$ cat config.mk
export PLATFORM = sky130hd
export DESIGN_NAME = bkm_msc_lane
export DESIGN_NICKNAME = d
export VERILOG_FILES = /design/src/rtl/bkm_multi_step_checker.sv
export SDC_FILE = /design/constraint.sdc
export NUM_CORES = 1
export LEC_CHECK = 0
export ABC_AREA = 0
export BUFFER_PORTS_ARGS = -buffer_cell sky130_fd_sc_hd__buf_2
export CAP_MARGIN = 20
export CORE_MARGIN = 2
export CORE_UTILIZATION = 57
export DETAILED_ROUTE_END_ITERATION = 16
export MAX_ROUTING_LAYER = met4
export PLACE_DENSITY = 0.83
export SLEW_MARGIN = 20
export SYNTH_ARGS = -nofsm -noshare
export SYNTH_HDL_FRONTEND = slang
export SYNTH_SLANG_ARGS = --single-unit
$ cat constraint.sdc
create_clock -name clk -period 6.69 [get_ports clk]
set_clock_uncertainty 0.2 [all_clocks]
set_input_delay 0.669 -clock clk [delete_from_list [all_inputs] [get_ports clk]]
set_output_delay 0.669 -clock clk [all_outputs]
set_load 0.005 [all_outputs]
$ cat src/rtl/bkm_multi_step_checker.sv
// Multi-channel BKM result checker. It computes per-channel signed deltas, tolerance flags and min/max,
// keeps saturating sample/warning/error counters, and captures the first error it sees.
module bkm_msc_lane #(
    parameter int W       = 64,
    parameter int WAR_TOL = 1,
    parameter int ERR_TOL = 4
) (
    input  logic         clk,
    input  logic         arst,
    input  logic         srst,
    input  logic         i_en,
    input  logic         i_seeded,
    input  logic [W-1:0] i_tb,
    input  logic [W-1:0] i_res,
    output logic         o_war,
    output logic         o_err,
    output logic [W-1:0] o_delta,
    output logic         o_war_q,
    output logic         o_err_q,
    output logic [W-1:0] o_delta_q,
    output logic [W-1:0] o_min,
    output logic [W-1:0] o_max
);
    localparam logic [W-1:0] L_WAR = W'(WAR_TOL);
    localparam logic [W-1:0] L_ERR = W'(ERR_TOL);

    logic [W-1:0] w_delta;
    logic [W-1:0] w_mag;
    logic         r_war, r_err;
    logic [W-1:0] r_delta, r_min, r_max;

    // The most-negative delta negates to itself. Read unsigned, that is 2^(W-1), so it always flags.
    assign w_delta = i_res - i_tb;
    assign w_mag   = w_delta[W-1] ? (~w_delta + 1'b1) : w_delta;
    assign o_war   = w_mag > L_WAR;
    assign o_err   = w_mag > L_ERR;
    assign o_delta = w_delta;

    always_ff @(posedge clk or posedge arst) begin
        if (arst) begin
            r_war   <= 1'b0;
            r_err   <= 1'b0;
            r_delta <= '0;
            r_min   <= '0;
            r_max   <= '0;
        end else if (srst) begin
            r_war   <= 1'b0;
            r_err   <= 1'b0;
            r_delta <= '0;
            r_min   <= '0;
            r_max   <= '0;
        end else if (i_en) begin
            r_war   <= o_war;
            r_err   <= o_err;
            r_delta <= w_delta;
            if (!i_seeded || ($signed(w_delta) < $signed(r_min))) r_min <= w_delta;
            if (!i_seeded || ($signed(w_delta) > $signed(r_max))) r_max <= w_delta;
        end else begin
            r_war <= 1'b0;
            r_err <= 1'b0;
        end
    end

    assign o_war_q   = r_war;
    assign o_err_q   = r_err;
    assign o_delta_q = r_delta;
    assign o_min     = r_min;
    assign o_max     = r_max;
endmodule

==> key figures, run 1 <==
Run status
  – Outcome: finished, final reports clean

CTS
  – Clock-pin slew on the worst setup and hold paths: 0.07 ns
  – Clock latency on the worst-skew pair: 0.45 ns
  – Root buf cell: clkbuf_16
  – CTS Buf Count: 17
  – CTS tree: built
  – CTS Hold Buffers Added: 0
  – Sink Count: 194
  – H-Tree Level Count: 4
  – Bufs on Longest Clock Path: 2

Logic synthesis
  – Compound-gate portion of the synthesized area: 0.288
  – Syn avg cell area: 8.22 sq um
  – Net count after synthesis: 2502
  – Synthesized area: 18000 sq um
  – Post-synth EDFFs: 0
  – Mapped Cells: 2187
  – Cell variety after synth: 111
  – Post-synthesis mux area share: 0.00968
  – Register area share after synthesis: 0.270
  – Adder-cell share of the synthesized area: 0.129
  – Largest family of logic cells by synthesized area: compound AO/OA/AOI/OAI gates
  – Most used DFF post-synth: dfrtp_1
  – Xor and xnor area share after synthesis: 0.0243
  – Asr flop ratio synth: 1.00
  – Synth Warn #: 0
  – Simple-gate portion of the synthesized area: 0.201
  – #FFs+latches synth: 194

Power and ir drop
  – Worst vdd ir: 0.194 mV
  – Total Power: 5.41 mW
  – Pleak: 11.0 nW
  – Cell Pwr Density: 243 nW/um^2

Detailed routing
  – Number of DRC markers in iteration 0: 2042
  – DRC violations left: 0
  – Overall via count from detail_route: 20609
  – Antenna Nets Post-Route: 0
  – Final wirelength: 71.9 mm
  – Drt wl/cell: 23.2 um
  – Drt via density: 6.67
  – 1st-pass router iterations: 6

Placed design
  – Placed inst area: 21500 sq um
  – GP Congestion: 1.01
  – Port Buffers: 392
  – Hpwl dp: 56.6 mm

Floorplan
  – Die Wd: 182 um
  – Die H: 182 um
  – Num ports: 393
  – Die area: 33000 sq um
  – Site row count: 65
  – Core ar.: 31300 sq um
  – Initial Util: 0.574

Cells and area
  – Area taken by multi-input logic gates: 11900 sq um
  – Fillers: 2477
  – Area Overhead vs Synth: 23.9%
  – Final core occ: 0.711
  – Share of layout cells above drive strength 1: 0.266
  – Final net count: 2993
  – Design area: 22300 sq um
  – Register area: 4850 sq um

Global route
  – Antenna violations before repair: 1
  – Largest net degree at the start of global routing: 123
  – GR Util All Layers: 0.434
  – Met1 Use GR: 0.528
  – Vias in the first global route: 19877
  – M3 GR Usage: 0.0728
  – GRT overflow: 0
  – Most used routing layer: met2
  – First-pass GRT wire length: 109 mm
  – GR Util met2: 0.682

Critical path
  – Critical Path Max Stage Delay: 0.52 ns
  – Crit. End Element: output pin
  – CP max stage cell: or4b_4
  – Worst path bufs/invs: 7
  – Worst Path Max Fanout: 8
  – Req. time, crit path: 5.82 ns
  – Most frequent CP cell: buf_4
  – Critical path arrival: 5.60 ns
  – Crit path cell chain: buf_2 -> inv_1 -> ha_1 -> nand4_1 -> a211oi_1 -> o21ai_1 -> a2111oi_1 -> buf_4 -> or3_1 -> xnor2_1 -> inv_1 -> buf_4 -> nor3_1 -> nand3_1 -> or4_1 -> nor4_2 -> o21ai_0 -> or4b_4 -> nor4_4 -> buf_4 -> nand3_1 -> buf_2
  – Worst setup path class: primary input to output pin
  – Family with the most delay on the worst path: simple AND/OR/NAND/NOR gates
  – Crit path launch type: primary input

STA
  – Hold_ws: 0.187 ns
  – Final Cycle Share: 0.968
  – Total negative slack: 0 ns
  – Slew margin rel.: 0.262
  – Clock period minus final worst setup slack: 6.47 ns
  – Slew @ Worst Pin: 1.11 ns
  – Final setup violation count: 0
  – Fin. max-slew vios: 0
  – Fmax: 0.154 GHz
  – Fin. Hold Viols: 0

Flow run
  – Max-Cap Viols: 0

Worst hold path
  – Tightest Hold Check Type: primary input to async pin
[synth_stat cells, types with 14 or more instances]
library cell,instances,area [sq um]
a32o_1,69,691
or3_1,22,138
nand3_1,40,200
ha_1,181,2260
a21o_1,75,563
a21oi_1,140,701
xor2_1,18,158
nand4_1,66,413
a31oi_1,15,93.8
nor2_1,152,571
o21a_1,20,150
clkbuf_1,83,312
a22o_1,77,674
xnor2_1,30,263
nor3_1,52,260
o21ai_0,98,490
o211ai_1,18,135
nand2b_1,28,175
nand2_1,163,612
nor4_1,30,188
and2_1,23,144
nor2b_1,22,138
buf_2,24,120
a211oi_1,28,210
inv_1,224,841
and3_1,14,87.6
dfrtp_1,194,4850
o21ai_1,21,105
mux2i_1,14,140
[cell families (layout without fill, tap and decap cells)]
| logic type | Yosys count | after routing |
|---|---|---|
| mux | 17 | 17 |
| other cells | 0 | 1 |
| simple gates | 685 | 685 |
| xor+xnor | 49 | 49 |
| flops | 194 | 194 |
| fa+ha+maj | 186 | 186 |
| buf+inv | 344 | 846 |
| compound gates | 712 | 712 |
[worst paths after layout]
check / start / endpoint / slack, ns / cells past startpoint
min reg2reg: o_delta_q[31] / o_delta_q[31] / 0.27 / 1
max: i_tb[10] / o_war / 0.22 / 22
max in group asynchronous: arst / o_max[25] / 4.64 / 3
min in group clk: o_delta_q[31] / o_delta_q[31] / 0.27 / 1
min: arst / o_min[55] / 0.19 / 2
max reg2reg: o_min[1] / o_min[52] / 2.54 / 18
[metrics by stage]
stage / setup WS, ns / std cells
finish: 0.217 / 3092
global route: -0.0266 / 3092
CTS: 0.0555 / 3087
detailed placement: 0.0360 / 3057
global placement: -0.0195 / 3057
floorplan: 0.350 / 2187
[routing by layer]
| metal | wire length, um | vias to the layer above | part of all wire |
|---|---|---|---|
| met5 | 0 | - | 0 |
| met4 | 4750 | 0 | 0.066 |
| met3 | 7420 | 351 | 0.10 |
| met2 | 32700 | 1462 | 0.45 |
| met1 | 27000 | 9689 | 0.38 |
| li1 | - | 9107 | - |
[cells in the final DEF, fill, tap and decap left out, types with 8 or more instances in the layout]
cell type / netlist / layout
buf_2: 24 / 392
inv_1: 224 / 223
dfrtp_1: 194 / 194
buf_4: 4 / 192
ha_1: 181 / 181
nand2_1: 163 / 163
nor2_1: 152 / 151
a21oi_1: 140 / 138
o21ai_0: 98 / 96
a22o_1: 77 / 77
a21o_1: 75 / 74
a32o_1: 69 / 69
nand4_1: 66 / 66
nor3_1: 52 / 50
nand3_1: 40 / 40
xnor2_1: 30 / 29
nand2b_1: 28 / 27
nor4_1: 30 / 27
a211oi_1: 28 / 25
and2_1: 23 / 24
nor2b_1: 22 / 21
o21ai_1: 21 / 21
or3_1: 22 / 21
o21a_1: 20 / 19
o211ai_1: 18 / 18
xor2_1: 18 / 18
clkbuf_16: 0 / 17
a31oi_1: 15 / 15
and3_1: 14 / 14
mux2i_1: 14 / 14
o2bb2ai_1: 12 / 12
a21oi_2: 9 / 10
o31ai_1: 10 / 10
or2_2: 9 / 9
and4_1: 10 / 9
or4_1: 9 / 9
o21bai_1: 8 / 8
[state kept, by name (all words and copies together), names as in the netlist]
register and flops:
o_war_q 1, o_min 64, o_max 64, o_delta_q 64
o_err_q 1
[report_power, final]
part / total (mW) / switching (mW) / leakage, nW / internal, mW
Clock: 1.03 / 0.457 / 0.285 / 0.576
Combinational: 2.89 / 1.72 / 8.18 / 1.17
Sequential: 1.48 / 0.154 / 2.58 / 1.33
Total: 5.41 / 2.33 / 11.0 / 3.07
[repair_timing]
| action | in CTS | in global routing |
|---|---|---|
| buffers inserted | 0 | 4 |
| setup endpoints to repair | 0 | 2 |
| resized for setup | 0 | 34 |
[cell type report]
type	count	area share
diodes	1	0.000112
clock buffers	21	0.0211
clock inverters	9	0.00472
inverters	225	0.0383
multi-input cells	1649	0.536
flip-flops and latches	194	0.218
well taps	402	0.0226
repair buffers	591	0.159
No activity file was read; power rests on OpenSTA's default activity.
==> run 2: changes to the inputs <==
Settings changed: ABC_AREA 0 to default, CORE_UTILIZATION 57 to 45, PLACE_DENSITY 0.83 to 0.68, SLEW_MARGIN 20 to 25.
==> key figures, run 2 (synthesized netlist as in run 1, its figures left out) <==
Run status
  – Outcome: finished, final reports clean

Floorplan
  – Site row count: 73 (+12%)
  – Die H: 204 um (+12%)
  – Die Wd: 204 um (+12%)
  – Die area: 41500 sq um (+26%)
  – Core ar.: 39500 sq um (+26%)
  – Num ports: 393 (unchanged)
  – Initial Util: 0.454 (-0.120)

CTS
  – Root buf cell: clkbuf_16
  – CTS Buf Count: 17 (unchanged)
  – Bufs on Longest Clock Path: 2 (unchanged)
  – Clock-pin slew on the worst setup and hold paths: 0.07 ns (about the same)
  – CTS Hold Buffers Added: 0 (unchanged)
  – CTS tree: built
  – Sink Count: 194 (unchanged)
  – H-Tree Level Count: 4 (unchanged)
  – Clock latency on the worst-skew pair: 0.47 ns (+0.02 ns)

STA
  – Final Cycle Share: 0.979 (+0.0110)
  – Hold_ws: 0.199 ns (+0.0123 ns)
  – Clock period minus final worst setup slack: 6.55 ns (+0.0735 ns)
  – Fin. Hold Viols: 0 (unchanged)
  – Fmax: 0.153 GHz (-1.1%)
  – Slew margin rel.: 0.323 (+0.0613)
  – Fin. max-slew vios: 0 (unchanged)
  – Slew @ Worst Pin: 1.01 ns (-0.0974 ns)
  – Final setup violation count: 0 (unchanged)

Cells and area
  – Most frequent cells in the layout: 392 x buf_2, 224 x buf_4, 223 x inv_1, 194 x dfrtp_1, 180 x ha_1
  – Most common cell after layout, fill and taps aside: buf_2
  – Share of layout cells above drive strength 1: 0.282 (+0.0158)
  – Finished Layout Cells: 3248 (+5.0%)
  – Final net count: 3025 (+1.1%)
  – Fillers: 3705 (+50%)
  – # diodes: 0 (-1)
  – Area Overhead vs Synth: 27.0%
  – Final core occ: 0.577 (-0.134)

Detailed routing
  – 1st-pass router iterations: 6 (unchanged)
  – Overall via count from detail_route: 20131 (-2.3%)
  – Antenna Nets Post-Route: 0 (unchanged)
  – Number of DRC markers in iteration 0: 1826 (-11%)
  – Drt wl/cell: 22.6 um (-2.8%)
  – Drt via density: 6.20 (-7.0%)
  – Final wirelength: 73.4 mm (+2.1%)
  – DRC violations left: 0 (unchanged)

Global route
  – First-pass GRT wire length: 111 mm (+1.3%)
  – Antenna violations before repair: 0 (-1)
  – GR Util All Layers: 0.354 (-0.0803)
  – Largest net degree at the start of global routing: 130 (+5.7%)
  – GRT overflow: 0 (unchanged)
  – Vias in the first global route: 19152 (-3.6%)

Placed design
  – Port Buffers: 392 (unchanged)
  – GP Congestion: 1.00 (-0.99%)
  – Placed insts: 3209 (+5.0%)
  – Hpwl dp: 59.1 mm (+4.4%)

Critical path
  – Crit path launch type: primary input
  – Crit. End Element: output pin
  – Critical path arrival: 5.68 ns (+0.08 ns)
  – Req. time, crit path: 5.82 ns (about the same)
  – Worst setup path class: primary input to output pin
  – Worst Path Max Fanout: 9 (+1)

Flow run
  – Max-Cap Viols: 0 (unchanged)

Worst hold path
  – Tightest Hold Check Type: primary input to async pin

Power and ir drop
  – Cell Pwr Density: 241 nW/um^2 (-0.91%)
  – Worst vdd ir: 0.198 mV (+1.7%)
  – Total Power: 5.49 mW (+1.5%)
  – Pleak: 11.3 nW (+1.9%)
run 2: worst paths after layout:
kind	cells past startpoint	to	slack, ns	from
worst min-delay path	2	o_delta_q[59]	0.20	arst
worst max-delay path	21	o_war	0.14	i_res[19]
min in group clk	1	o_delta_q[58]	0.27	o_delta_q[58]
worst min register to register	1	o_delta_q[58]	0.27	o_delta_q[58]
worst max register to register	18	o_min[58]	2.66	o_min[1]
max in group asynchronous	3	o_max[28]	4.63	arst
run 2: routing by layer:
metal  wire length (um)  track usage  up-vias
met5                  0            -        -
li1                   -            -     9183
met3               5570       0.0464      141
met4               2480        0.122        0
met1              31300        0.468     9873
met2              34000        0.557      934
run 2: final cells by class:
class	instances	area [sq um]	area share
Tap cell	525	657	0.0288
Inverter	225	852	0.0373
Multi-Input combinational cell	1649	12000	0.527
Clock buffer	17	425	0.0186
Sequential cell	194	4850	0.213
Clock inverter	15	220	0.00965
Timing Repair Buffer	623	3780	0.166
run 2: worst max-delay path, cell delays in order:
cell      delay (ns)
buf_2           0.10
ha_2            0.43
nand4_2         0.15
or4_4           0.60
a221oi_4        0.41
o21ai_2         0.16
buf_4           0.17
o21ba_2         0.21
o22ai_2         0.22
inv_1           0.16
buf_4           0.19
nor4b_2         0.23
buf_4           0.18
nor3_1          0.05
a2111o_1        0.43
nor4_2          0.30
nand4_1         0.19
nor4_4          0.40
buf_4           0.19
nand3_1         0.07
buf_2           0.14
run 2: timing repair:
action	in CTS	in global routing
gates resized for setup	9	39
buffers inserted	4	3
pin swaps	6	11
endpoints found under the setup margin	2	61
run 2: per-stage QoR:
stage | setup TNS (ns) | setup slack [ns] | instance area [sq um]
2_1_floorplan | 0 | 0.350 | 18000
3_5_place_dp | -16.83 | -0.326 | 21900
5_1_grt | -0.00700 | -0.00700 | 22800
4_1_cts | 0 | 0.0314 | 22600
6_report | 0 | 0.143 | 22800
3_3_place_gp | -7.25 | -0.334 | 21900
run 2: power breakdown:
group	internal (mW)	switching (mW)
clock	0.639	0.498
combinational	1.18	1.69
sequential	1.33	0.149
total	3.15	2.34
